`src/rtl/key_pkg.sv`:
```
// Shared types and helpers for the multi-channel key debouncer.
// Holds the per-channel FSM state encoding and the counter-width function.
package key_pkg;

    typedef enum logic [1:0] {
        ST_IDLE       = 2'd0,
        ST_PRESS_FILT = 2'd1,
        ST_HELD       = 2'd2,
        ST_REL_FILT   = 2'd3
    } key_state_e;

    // Bits needed to hold values 0..max_count (never less than one bit).
    function automatic int cnt_width(input int max_count);
        int w;
        if (max_count < 2) begin
            w = 1;
        end else begin
            w = $clog2(max_count + 1);
        end
        return w;
    endfunction

endpackage

```
`src/rtl/key_debounce_ch.sv`:
```
// One key channel: 2-FF synchronizer, debounce FSM, filter and hold counters.
// All pulse and level outputs come straight from flops.
module key_debounce_ch
    import key_pkg::*;
#(
    parameter int T20MS     = 1_000_000,
    parameter int T_LONG    = 50_000_000,
    parameter int T_REP     = 10_000_000,
    parameter int REPEAT_EN = 1
) (
    input  logic clk,
    input  logic rst,
    input  logic keyin_n,
    output logic key_down,
    output logic key_press,
    output logic key_release,
    output logic key_long,
    output logic key_rep
);

    localparam int FW = cnt_width(T20MS);
    localparam int HW = cnt_width(T_LONG + T_REP);
    // The sample that leaves IDLE is the first of the T20MS filter samples.
    localparam logic [FW-1:0] FILT_LAST = FW'(T20MS - 2);
    localparam logic [HW-1:0] HOLD_LONG = HW'(T_LONG);
    localparam logic [HW-1:0] HOLD_WRAP = HW'(T_LONG + T_REP);

    logic            r_sync0;
    logic            r_sync1;
    key_state_e      r_state;
    key_state_e      w_state_nxt;
    logic [FW-1:0]   r_filt;
    logic [FW-1:0]   w_filt_nxt;
    logic [HW-1:0]   r_hold;
    logic [HW-1:0]   w_hold_nxt;
    logic [HW-1:0]   w_hold_inc;
    logic            w_low;
    logic            r_down;
    logic            r_press;
    logic            r_release;
    logic            r_long;
    logic            r_rep;
    logic            w_down_nxt;
    logic            w_press_nxt;
    logic            w_release_nxt;
    logic            w_long_nxt;
    logic            w_rep_nxt;

    assign w_low      = ~r_sync1;
    assign w_hold_inc = r_hold + HW'(1);

    // Two-flop synchronizer, reset to the released (high) level.
    always_ff @(posedge clk) begin
        if (rst) begin
            r_sync0 <= 1'b1;
            r_sync1 <= 1'b1;
        end else begin
            r_sync0 <= keyin_n;
            r_sync1 <= r_sync0;
        end
    end

    // Next-state, counter and pulse decode for the debounce FSM.
    always_comb begin
        w_state_nxt   = r_state;
        w_filt_nxt    = r_filt;
        w_hold_nxt    = r_hold;
        w_press_nxt   = 1'b0;
        w_release_nxt = 1'b0;
        w_long_nxt    = 1'b0;
        w_rep_nxt     = 1'b0;
        case (r_state)
            ST_IDLE: begin
                if (w_low) begin
                    w_state_nxt = ST_PRESS_FILT;
                    w_filt_nxt  = {FW{1'b0}};
                end else begin
                    w_state_nxt = ST_IDLE;
                end
            end
            ST_PRESS_FILT: begin
                if (!w_low) begin
                    w_state_nxt = ST_IDLE;
                end else if (r_filt == FILT_LAST) begin
                    w_state_nxt = ST_HELD;
                    w_press_nxt = 1'b1;
                    w_hold_nxt  = {HW{1'b0}};
                end else begin
                    w_filt_nxt  = r_filt + FW'(1);
                end
            end
            ST_HELD: begin
                if (!w_low) begin
                    w_state_nxt = ST_REL_FILT;
                    w_filt_nxt  = {FW{1'b0}};
                end else begin
                    // Wrap back to T_LONG each repeat period so the count never re-hits T_LONG.
                    if (w_hold_inc == HOLD_WRAP) begin
                        w_hold_nxt = HOLD_LONG;
                        w_rep_nxt  = (REPEAT_EN != 0);
                    end else begin
                        w_hold_nxt = w_hold_inc;
                    end
                    if (w_hold_inc == HOLD_LONG) begin
                        w_long_nxt = 1'b1;
                    end else begin
                        w_long_nxt = 1'b0;
                    end
                end
            end
            ST_REL_FILT: begin
                if (w_low) begin
                    w_state_nxt = ST_HELD;
                end else if (r_filt == FILT_LAST) begin
                    w_state_nxt   = ST_IDLE;
                    w_release_nxt = 1'b1;
                end else begin
                    w_filt_nxt    = r_filt + FW'(1);
                end
            end
            default: begin
                w_state_nxt = ST_IDLE;
            end
        endcase
        w_down_nxt = (w_state_nxt == ST_HELD) || (w_state_nxt == ST_REL_FILT);
    end

    // State, counters and registered outputs.
    always_ff @(posedge clk) begin
        if (rst) begin
            r_state   <= ST_IDLE;
            r_filt    <= {FW{1'b0}};
            r_hold    <= {HW{1'b0}};
            r_down    <= 1'b0;
            r_press   <= 1'b0;
            r_release <= 1'b0;
            r_long    <= 1'b0;
            r_rep     <= 1'b0;
        end else begin
            r_state   <= w_state_nxt;
            r_filt    <= w_filt_nxt;
            r_hold    <= w_hold_nxt;
            r_down    <= w_down_nxt;
            r_press   <= w_press_nxt;
            r_release <= w_release_nxt;
            r_long    <= w_long_nxt;
            r_rep     <= w_rep_nxt;
        end
    end

    assign key_down    = r_down;
    assign key_press   = r_press;
    assign key_release = r_release;
    assign key_long    = r_long;
    assign key_rep     = r_rep;

endmodule

```
`src/rtl/key_debounce_multi.sv`:
```
// Multi-key debouncer: N_KEYS fully independent channels with press,
// release, long-press and auto-repeat pulses.
module key_debounce_multi #(
    parameter int N_KEYS    = 4,
    parameter int T20MS     = 1_000_000,
    parameter int T_LONG    = 50_000_000,
    parameter int T_REP     = 10_000_000,
    parameter int REPEAT_EN = 1
) (
    input  logic              clk,
    input  logic              rst,
    input  logic [N_KEYS-1:0] keyin_n,
    output logic [N_KEYS-1:0] key_down,
    output logic [N_KEYS-1:0] key_press,
    output logic [N_KEYS-1:0] key_release,
    output logic [N_KEYS-1:0] key_long,
    output logic [N_KEYS-1:0] key_rep
);

    for (genvar g = 0; g < N_KEYS; g++) begin : g_ch
        key_debounce_ch #(
            .T20MS     (T20MS),
            .T_LONG    (T_LONG),
            .T_REP     (T_REP),
            .REPEAT_EN (REPEAT_EN)
        ) u_ch (
            .clk         (clk),
            .rst         (rst),
            .keyin_n     (keyin_n[g]),
            .key_down    (key_down[g]),
            .key_press   (key_press[g]),
            .key_release (key_release[g]),
            .key_long    (key_long[g]),
            .key_rep     (key_rep[g])
        );
    end

endmodule

```
`config.mk`:
```
export PLATFORM = sky130hd
export DESIGN_NAME = key_debounce_multi
export DESIGN_NICKNAME = d
export VERILOG_FILES = /design/src/rtl/key_pkg.sv /design/src/rtl/key_debounce_ch.sv /design/src/rtl/key_debounce_multi.sv
export SDC_FILE = /design/constraint.sdc
export NUM_CORES = 1
export LEC_CHECK = 0
export ABC_AREA = 1
export BUFFER_PORTS_ARGS = -buffer_cell sky130_fd_sc_hd__buf_2
export CORE_MARGIN = 5
export CORE_UTILIZATION = 60
export DETAILED_ROUTE_END_ITERATION = 6
export PLACE_DENSITY_LB_ADDON = 0.1
export SETUP_SLACK_MARGIN = 0.1
export SLEW_MARGIN = 25
export SYNTH_ARGS = -nofsm -noshare
export SYNTH_HDL_FRONTEND = slang
export SYNTH_SLANG_ARGS = --single-unit
```
`constraint.sdc`:
```
create_clock -name clk -period 3.35 [get_ports clk]
set_input_delay 0.335 -clock clk [delete_from_list [all_inputs] [get_ports clk]]
set_output_delay 0.335 -clock clk [all_outputs]
set_load 0.01 [all_outputs]
```
Yosys cells after proc, flatten, opt, wreduce, memory -nomap -nowiden
Cells that the tools add are included.
{"block": "totals", "reg_bits": 220, "in_bits": 6, "out_inout_bits": 20, "word_cells": 236}
{"block": "op_classes", "addsub": 8, "eq_ne": 56, "muxes": 84, "n_bitwise": 16, "reduce_logical": 32}
{"op": "$mux W26", "count": 16}
{"op": "$mux W20", "count": 20}
{"op": "$pmux W20 S4", "count": 4}
{"op": "$eq A26 B26 Y1 const B", "count": 8}
{"op": "$pmux W26 S2", "count": 4}
{"op": "$add A26 B1 Y26 const B", "count": 4}
{"op": "$add A20 B1 Y20 const B", "count": 4}
{"op": "$eq A20 B20 Y1 const B", "count": 4}
{"op": "$mux W2", "count": 20}
{"op": "$reduce_or A3 Y1", "count": 12}
{"op": "$eq A2 B2 Y1 const B", "count": 16}
{"op": "$pmux W2 S4", "count": 4}
{"op": "$reduce_and A4 Y1", "count": 8}
{"op": "$ne A2 B1 Y1 const B", "count": 12}
{"op": "$ne A2 B2 Y1 const B", "count": 12}
{"op": "$mux W1", "count": 16}
{"op": "$not A1 Y1", "count": 16}
{"op": "$eq A2 B1 Y1 const B", "count": 4}
{"op": "$logic_not A2 Y1", "count": 4}
{"op": "$reduce_bool A2 Y1", "count": 4}
{"op": "$logic_or A1 B1 Y1", "count": 4}

Depth between registers and ports, before layout
Gate-level depths: netlist (run 1).
{"block": "depth", "depth_word": 6, "depth_mapped": 15}

Cells and area by module
From an unflattened synthesis (run 1), not the netlist that was laid out.
{"block": "unflattened", "cells_unflattened": 2192, "area_unflattened_um2": 13563.0}
{"mod": "key_debounce_ch", "n_inst": 4, "cells_per_inst": 548, "area_per_inst_um2": 3390.8}

Least setup slack after synthesis (run 1)
No wires, ideal clock.
{"block": "synth_timing", "path_type": "register to register", "startpoint": "register g_ch[2].u_ch.r_hold[1]", "endpoint": "register g_ch[2].u_ch.r_hold[1]", "t_arrival_ns": 1.801, "required_ns": 3.218, "slack_ns": 1.417, "path_stages_with_launch": 13, "n_path_buf": 0, "period_less_slack_ns": 1.933, "path_cell_list": "dfxtp_1 > ha_1 > nand2_1 > nor2_2 > nand3_1 > nor2_1 > nand2_1 > xor2_1 > nand2_1 > nor2_2 > nand3_4 > nand3_1 > a21oi_1"}
{"block": "synth_via", "elab_chain_cells": 5}
{"element": "from (decl)", "line": "key_debounce_ch.sv:34", "text": "logic [HW-1:0] r_hold;"}
{"element": "from (signal assigned)", "line": "key_debounce_ch.sv:133", "text": "r_hold <= {HW{1'b0}};"}
{"element": "from (signal assigned)", "line": "key_debounce_ch.sv:142", "text": "r_hold <= w_hold_nxt;"}
{"element": "$add A26 B1 Y26 *", "line": "key_debounce_ch.sv:50", "text": "assign w_hold_inc = r_hold + HW'(1);"}
{"element": "$eq A26 B26 Y1", "line": "key_debounce_ch.sv:98", "text": "if (w_hold_inc == HOLD_WRAP) begin"}
{"element": "$mux W26 *", "line": "key_debounce_ch.sv:98"}
{"element": "$mux W26 *", "line": "key_debounce_ch.sv:93", "text": "if (!w_low) begin"}
{"element": "$pmux W26 S2 *", "line": "key_debounce_ch.sv:72", "text": "case (r_state)"}
Every way passes the cells marked *; elsewhere a longest branch is shown, timed or not. The select of a mux whose other input is x is not followed.
A chain may end at the register's enable or synchronous reset.

Final worst setup path (run 1)
{"block": "layout_timing", "startpoint": "register g_ch[0].u_ch.r_filt[0]", "endpoint": "register g_ch[0].u_ch.r_filt[11]"}
{"block": "layout_via", "elab_chain_cells": 4}
{"element": "from (decl)", "line": "key_debounce_ch.sv:32", "text": "logic [FW-1:0] r_filt;"}
{"element": "from (signal assigned)", "line": "key_debounce_ch.sv:132", "text": "r_filt <= {FW{1'b0}};"}
{"element": "from (signal assigned)", "line": "key_debounce_ch.sv:141", "text": "r_filt <= w_filt_nxt;"}
{"element": "$add A20 B1 Y20 or $eq A20 B20 Y1 (tied branches)"}
{"element": "$mux W20 *", "line": "key_debounce_ch.sv:84, key_debounce_ch.sv:114"}
{"element": "$mux W20 (on tied branches)", "line": "key_debounce_ch.sv:112, key_debounce_ch.sv:82"}
{"element": "$pmux W20 S4 *", "line": "key_debounce_ch.sv:72"}
Marks and branches as above.

==> metrics.txt, run 1 <==
Worst R2R Path Depth=12; Yosys warning count=0; CP Max Fanout=20; Post-layout nets=~2100; asr flop ratio synth=0%; count of cell types in the netlist=51; vias in the first global route=around 12000; Setup CP Type=flip-flop to flip-flop; syn nets=2111; Hold Worst Slack=0.02990 ns; Vias=approximately 13000; final worst slack=approximately 0.52 ns; Worst EP required=between 3 and 4 ns; crit path cell chain=inv_1, ha_1, nand2_1, nor3_1, nand3_1, nor2_2, nor2_1, inv_1, nor2_1, nand3_1, o21ai_0, nor2_1; Leakage=about 5.4 nW; CP arrival=3.26 ns; Register-to-Register Setup Slack=0.52 ns; status=finished clean; total track usage=around a quarter; RSZ-0062 raised after global routing=false; routed len/inst=roughly 14 um; Final Max Slew Viols=0; worst min path class=input port to flip-flop; Buffers on Ports=25; Worst-Margin Slew=0.7522 ns; Starting DRT DRC Count=~960; final instance area=approximately 15000 um2; die height=between 150 and 200 um; Hold Vio Cnt, Final=0; initial antenna violation count=0; Max Cap Viol=0; crit share post-route=84.60%; gpl congestion=slightly below 1; top_reg_cell synth=dfxtp_1; later-pin clock latency in the skew report=roughly 0.53 ns; reg-to-reg endpoint=g_ch[0].u_ch.r_filt[11]; setup TNS=0 ns; slowest CP cell=nor2_1; ANT nets after route=0; clock sink count=220; hold_sp=keyin_n[3]; register area share after synthesis=between 30 and 40%; power per cell area=around 380 nW/um2; Worst Setup Start Kind=flip-flop; Initial Util=between 60% and 70%; minimum clock period=2.834 ns; DRT Pass-1 Iters=5; n_diodes=0; row count=55; CP most frequent cell=nor2_1; Buf+Inv Stages, Crit Path=2; CTS tree=built; r2r startpoint=g_ch[0].u_ch.r_filt[0]; H-tree lvl count=1; fraction of layout cells with a size suffix above 1=between 8 and 9%; average size of a mapped cell=approximately 6.5 um2; pin count of the biggest net entering global routing=47; HPWL Detailed=about 24000 um; Layout area overhead=7.835%; Yosys reg bits=220; Syn Std Cell Area=approximately 14000 um2; Worst Hold Endpoint=g_ch[3].u_ch.r_sync0; Post-Place Worst Slack=approximately 0.46 ns; Final Util=approximately two thirds; drt via density=between 5 and 6; Clock Root Buffer=clkbuf_16; Reg clk slew, reported paths=around 0.06 ns; Ports=26; CP peak stage delay=~0.56 ns; worst hold stages=2; Core Region=~22000 um2; filler cell count in the final layout=2115; Top Family by Delay on Critical Path=simple AND/OR/NAND/NOR gates; Setup violations, final=0; clk_skew=0.01780 ns; DRT Wirelength=between 30000 and 40000 um; Die ar.=between 20000 and 30000 um2; grt total ovfl=0; CTS Buf Count=25; dpl cell area=about 14000 um2; Critical Path Sink Type=flip-flop; max_slew headroom=between 40% and 50%; Die Width=around 160 um; FMAX=roughly 350 MHz; EDFF count, synth=0; DRC=0; VDD IR max=around 0.49 mV; Synth Instances=roughly 2100; CTS max path bufs=3; first-pass GRT wire length=about 57000 um
[how the worst max path moves through the flow]
stage | from | cells after the start | endpoint | slack, ns
after detailed placement | g_ch[3].u_ch.r_filt[0] | 13 | g_ch[3].u_ch.r_filt[6] | 0.46
final | g_ch[0].u_ch.r_filt[0] | 12 | g_ch[0].u_ch.r_filt[11] | 0.52
after global routing | g_ch[0].u_ch.r_filt[0] | 12 | g_ch[0].u_ch.r_filt[11] | 0.16
after global placement | g_ch[3].u_ch.r_filt[0] | 13 | g_ch[3].u_ch.r_filt[6] | 0.57
after floorplan | g_ch[2].u_ch.r_hold[1] | 12 | g_ch[2].u_ch.r_hold[1] | 1.42
after CTS | g_ch[3].u_ch.r_filt[0] | 13 | g_ch[3].u_ch.r_filt[6] | 0.44
[cell type report]
class	instances	area (um2)	area share, %
inverter	244	915.9	6.286
clock inverter	14	168.9	1.159
sequential	220	4404	30.23
timing repair buffer	35	207.7	1.426
clock buffer	30	674.4	4.629
tap	285	356.6	2.448
multi-input combinational	1564	7841	53.82
[worst reg2reg max path, cell delays in order (launching register included)]
cell and delay (ns):
dfxtp_1 0.37, inv_1 0.09, ha_1 0.19, nand2_1 0.07, nor3_1 0.04, nand3_1 0.10
nor2_2 0.07, nor2_1 0.56, inv_1 0.52, nor2_1 0.36, nand3_1 0.14, o21ai_0 0.16
nor2_1 0.05
[state kept, by name (all words and copies together) (netlist names)]
register               cells
g_ch.u_ch.r_filt          80
g_ch.u_ch.r_hold         104
g_ch.u_ch.r_sync0          4
g_ch.u_ch.key_rep          4
g_ch.u_ch.key_release      4
g_ch.u_ch.r_sync1          4
g_ch.u_ch.key_down         4
g_ch.u_ch.r_state          8
g_ch.u_ch.key_press        4
g_ch.u_ch.key_long         4
[metal layers]
metal  track usage, %  share of wire (%)  wire length, um
met5                0                  0                0
met1            35.89                 48            15650
met2            42.39                 45            14900
met3            2.606                5.0             1633
met4            6.609                2.3              761
[Yosys cell counts, types with 5 or more instances]
| library cell | instances | share of area [%] |
|---|---|---|
| a21oi_1 | 141 | 5.2 |
| buf_2 | 8 | 0.30 |
| buf_4 | 24 | 1.3 |
| clkbuf_1 | 27 | 0.75 |
| clkinv_1 | 5 | 0.14 |
| dfxtp_1 | 220 | 33 |
| ha_1 | 12 | 1.1 |
| inv_1 | 234 | 6.5 |
| inv_2 | 5 | 0.14 |
| nand2_1 | 554 | 15 |
| nand2_2 | 23 | 1.1 |
| nand2_4 | 5 | 0.42 |
| nand3_1 | 188 | 7.0 |
| nand3_2 | 7 | 0.52 |
| nand3b_1 | 15 | 0.83 |
| nand4_1 | 58 | 2.7 |
| nor2_1 | 251 | 7.0 |
| nor2_2 | 22 | 1.0 |
| nor2_4 | 20 | 1.7 |
| nor3_1 | 61 | 2.3 |
| nor3b_1 | 5 | 0.28 |
| nor4_1 | 21 | 0.97 |
| o21ai_0 | 44 | 1.6 |
| o21ai_1 | 5 | 0.19 |
| o21bai_1 | 11 | 0.61 |
| or2_2 | 11 | 0.51 |
| xnor2_1 | 16 | 1.0 |
| xor2_1 | 48 | 3.1 |
| xor2_2 | 5 | 0.60 |
[through the flow]
| stage | power [W] | cells |
|---|---|---|
| global route | 0.005733 | 2392 |
| floorplan | 0.002762 | 2093 |
| global placement | 0.002790 | 2346 |
| CTS | 0.005603 | 2392 |
| detailed placement | 0.002792 | 2346 |
| finish | 0.005529 | 2392 |
[layout by cell type, fill, tap and decap left out, types with 16 or more instances in the layout]
cell and n:
a21oi_1 141, dfxtp_1 220, o21ai_0 44, xnor2_1 16
nor3_1 61, clkbuf_16 25, buf_2 24, nand2_1 554
nor2_2 23, nand4_1 58, nand3_1 188, nor2_1 250
nand2_2 23, inv_1 233, nor2_4 20, xor2_1 48
nor4_1 21
[power by group]
part           leakage (nW)  switching [W]  internal [W]
combinational          3.23      0.0000799     0.0000227
sequential             1.77     0.00000859       0.00262
clock                 0.400        0.00112       0.00167
[logic make-up (layout without fill, tap and decap cells)]
group | after synthesis | after routing | synth area share (%)
buffers and inverters | 309 | 323 | 9.409
and+or+nand+nor | 1256 | 1256 | 42.85
DFF | 220 | 220 | 32.60
xor gates and xnor gates | 69 | 69 | 4.751
adders and majority gates | 12 | 12 | 1.111
AOI/OAI and AO/OA | 227 | 227 | 9.279
[what timing repair did]
item,CTS,global route
setup endpoints to repair,0,1
resized for setup,0,1
endpoints found under the hold margin,2,0
setup buffers,0,0
hold buffers,2,0
Note: power is estimated with default switching activity, not from simulation.
==> run 2, diff against run 1 <==
- ABC_AREA: 1 -> 0
- clock period: 3.35 -> 3 ns (I/O delays scaled with it)
==> run 2 against run 1 <==
Wire length fell by 7.6%. Register-to-register slack got worse by 0.30 ns. First-iteration DRC count fell by 9.8%. Fmax rose by 1.8%. Critical path type unchanged. Largest power group unchanged.
==> metrics.txt, run 2 <==
status=finished clean (unchanged); clk_skew=0.009611 ns (was 0.01780 ns); routed len/inst=15.87 um (was 13.77 um); later-pin clock latency in the skew report=0.52 ns (was 0.53 ns); Critical Path Sink Type=flip-flop (unchanged); Yosys warning count=0 (unchanged); syn nets=1626 (was 2111); VDD IR max=0.4879 mV (was 0.4880 mV); die height=154.5 um (was 160.1 um); Synth Instances=1608 (was 2093); footprint of the multi-input gates=7418 um2 (was 7841 um2); initial antenna violation count=0 (unchanged); average size of a mapped cell=7.787 um2 (was 6.455 um2); Setup CP Type=flip-flop to flip-flop (unchanged); fraction of layout cells with a size suffix above 1=13.34% (was 8.923%); most frequent cells in the layout=dfxtp_1, nor2_1, nand2_1 (was nand2_1, nor2_1, inv_1); Register-to-Register Setup Slack=0.21 ns (was 0.52 ns); worst hold stages=2 (unchanged); CTS tree=built (unchanged); DRC=0 (unchanged); top_reg_cell synth=dfxtp_1 (unchanged); hold_sp=rst (was keyin_n[3]); asr flop ratio synth=0% (unchanged); ANT nets after route=0 (unchanged); DRT Wirelength=30450 um (was 32940 um); commonest non-fill, non-tap cell in the layout=dfxtp_1 (was nand2_1); Post-synth top cells=dfxtp_1, nor2_1, nand2_1, o21ai_0 (was nand2_1, nor2_1, inv_1, dfxtp_1, nand3_1); Hold Vio Cnt, Final=0 (unchanged); filler cell count in the final layout=1728 (was 2115); r2r startpoint=g_ch[0].u_ch.r_hold[3] (was g_ch[0].u_ch.r_filt[0]); Core Region=20360 um2 (was 22430 um2); clock sink count=220 (unchanged); Leakage=5.182 nW (was 5.409 nW); synth top area cells=dfxtp_1, nor2_1, nand2_1, o21ai_0, xor2_1 (was dfxtp_1, nand2_1, nor2_1, nand3_1, inv_1); share of power burned in registers=48.5% (was 47.6%); DRT Pass-1 Iters=7 (was 5); crit path cell chain=nand4_1, or4_1, nor3_1, o211ai_1, nor4_1, buf_4, nor2_1, a311o_1 (was inv_1, ha_1, nand2_1, nor3_1, nand3_1, nor2_2, nor2_1, inv_1, nor2_1, nand3_1, o21ai_0, nor2_1); grt total ovfl=0 (unchanged); CP peak stage delay=0.58 ns (was 0.56 ns); CTS Buf Count=24 (was 25); Final Max Slew Viols=0 (unchanged); area leader, netlist=dfxtp_1 (unchanged); H-tree lvl count=1 (unchanged); max_slew headroom=44.52% (was 49.80%); Worst Hold Endpoint=g_ch[3].u_ch.key_down (was g_ch[3].u_ch.r_sync0); Top reg by flops=g_ch.u_ch.r_hold (unchanged); Ports=26 (unchanged); Worst-Margin Slew=0.8247 ns (was 0.7522 ns); power per cell area=433.6 nW/um2 (was 379.5 nW/um2); cell with the most instances after synthesis=dfxtp_1 (was nand2_1); Vias=11716 (was 13034); Starting DRT DRC Count=868 (was 962); Hold Worst Slack=0.2048 ns (was 0.02990 ns); Worst R2R Path Depth=8 (was 12); vias in the first global route=10717 (was 12128); sw frac=20.67% (was 21.88%); clock network fraction of total power=49.9% (was 50.5%); Int Power=0.004801 W (was 0.004319 W); crit share post-route=92.84% (was 84.60%); Die Width=154.5 um (was 160.1 um); row count=52 (was 55); slowest CP cell=or4_1 (was nor2_1); FF/Latch Area=4418 um2 (was 4404 um2); worst min path class=input port to flip-flop (unchanged); minimum clock period=2.785 ns (was 2.834 ns); first-pass GRT wire length=50980 um (was 57020 um); Reg clk slew, reported paths=0.06 ns (about the same); CTS max path bufs=3 (unchanged); count of cell types in the netlist=79 (was 51); drt via density=6.105 (was 5.449); Max Cap Viol=0 (unchanged); reg-to-reg endpoint=g_ch[0].u_ch.r_hold[9] (was g_ch[0].u_ch.r_filt[11]); pin count of the biggest net entering global routing=27 (was 47); area share of the leading cell type in the synthesized netlist=35.17% (was 32.60%); gpl congestion=0.9372 (was 0.9778); Largest regs=g_ch.u_ch.r_hold: 104 flops, g_ch.u_ch.r_filt: 80 flops, g_ch.u_ch.r_state: 8 flops (unchanged); total track usage=24.54% (was 25.59%); Initial Util=61.49% (was 60.22%); Worst EP required=3.40 ns (was 3.78 ns); register area share after synthesis=35.17% (was 32.60%); Yosys reg bits=220 (unchanged); HPWL Detailed=21140 um (was 24240 um); Setup violations, final=0 (unchanged); Layout area overhead=11.46% (was 7.835%); RSZ-0062 raised after global routing=true (was false); Post-layout nets=1650 (was 2108); Worst Setup Start Kind=flip-flop (unchanged); Die ar.=23860 um2 (was 25620 um2); FMAX=359.0 MHz (was 352.8 MHz); n_diodes=0 (unchanged); Buffers on Ports=25 (unchanged); CP arrival=3.18 ns (was 3.26 ns); combinational fraction of design power=1.6% (was 1.9%); EDFF count, synth=0 (unchanged); setup TNS=0 ns (unchanged); Syn Std Cell Area=12520 um2 (was 13510 um2); max reg flops=104 (unchanged); CP Max Fanout=13 (was 20); Clock Root Buffer=clkbuf_16 (unchanged); Switch Pwr=0.001251 W (was 0.001209 W)
## run 2: through the flow
step                      utilization (%)  setup WS [ns]  total power [W]  instance area [um2]  std cells
after floorplan                         -         0.1460         0.003056                12520       1608
after global placement              63.78         0.2073         0.003090                12990       1869
after detailed placement            63.78         0.1200         0.003091                12990       1869
after CTS                           68.00         0.1004         0.006109                13850       1916
after global routing                68.54        0.08491         0.006238                13960       1919
final                               68.54         0.2147         0.006051                13960       1919
## run 2: worst max-delay path by stage
| stage | from | endpoint | slack, ns | depth (start not counted) |
|---|---|---|---|---|
| 2_1_floorplan | g_ch[2].u_ch.r_hold[0] | g_ch[2].u_ch.r_hold[12] | 0.15 | 11 |
| 3_3_place_gp | g_ch[3].u_ch.r_hold[0] | g_ch[3].u_ch.r_hold[8] | 0.21 | 9 |
| 3_5_place_dp | g_ch[3].u_ch.r_hold[0] | g_ch[3].u_ch.r_hold[1] | 0.12 | 8 |
| 4_1_cts | g_ch[3].u_ch.r_hold[0] | g_ch[3].u_ch.r_hold[1] | 0.10 | 8 |
| 5_1_grt | g_ch[0].u_ch.r_hold[3] | g_ch[0].u_ch.r_hold[9] | 0.08 | 8 |
| 6_report | g_ch[0].u_ch.r_hold[3] | g_ch[0].u_ch.r_hold[9] | 0.21 | 8 |
## run 2: logic make-up (layout without fill, tap and decap cells)
family	Yosys count	in the layout	share of synthesized area (%)
AND/OR/NAND/NOR	791	791	33.70
multiplexers	5	5	0.4097
XOR/XNOR	104	104	7.334
buffers and inverters	154	195	6.175
adder cells (fa/ha/maj)	12	12	1.199
flip-flops	220	220	35.17
AO/OA/AOI/OAI	322	322	16.01
## run 2: repair_timing
| item | CTS | global route |
|---|---|---|
| hold buffers | 4 | 0 |
| resized for setup | 0 | 24 |
| endpoints found under the setup margin | 0 | 41 |
| setup buffers | 0 | 3 |
| hold endpoints to repair | 4 | 0 |
## run 2: power groups by stage
stage,Clock [W],Sequential [W],Combinational [W]
after floorplan,0,0.00300,0.0000592
after global placement,0,0.00300,0.0000911
after detailed placement,0,0.00300,0.0000914
after CTS,0.00308,0.00293,0.0000956
after global routing,0.00320,0.00293,0.000106
final,0.00302,0.00293,0.0000959
## run 2: cell type report
type,instances,area share [%]
multi-input combinational,1234,53.15
sequential,220,31.65
timing repair buffer,119,6.024
clock buffer,30,4.832
tap,270,2.420
clock inverter,13,1.031
inverter,33,0.8875
## run 2: critical path: cells and delay by family, from the launching register on
| kind | cells | cell delay (ns) |
|---|---|---|
| flip-flops | 1 | 0.54 |
| buffers and inverters | 1 | 0.23 |
| AO/OA/AOI/OAI | 2 | 0.46 |
| AND/OR/NAND/NOR | 5 | 1.44 |
## run 2: layer usage
metal  vias to the layer above  share of wire [%]  track usage [%]
li1                       5838                  -                -
met2                       364                 45            39.52
met1                      5453                 46            34.93
met3                        61                6.3            2.710
met5                         -                  0                0
met4                         0                2.4            7.065
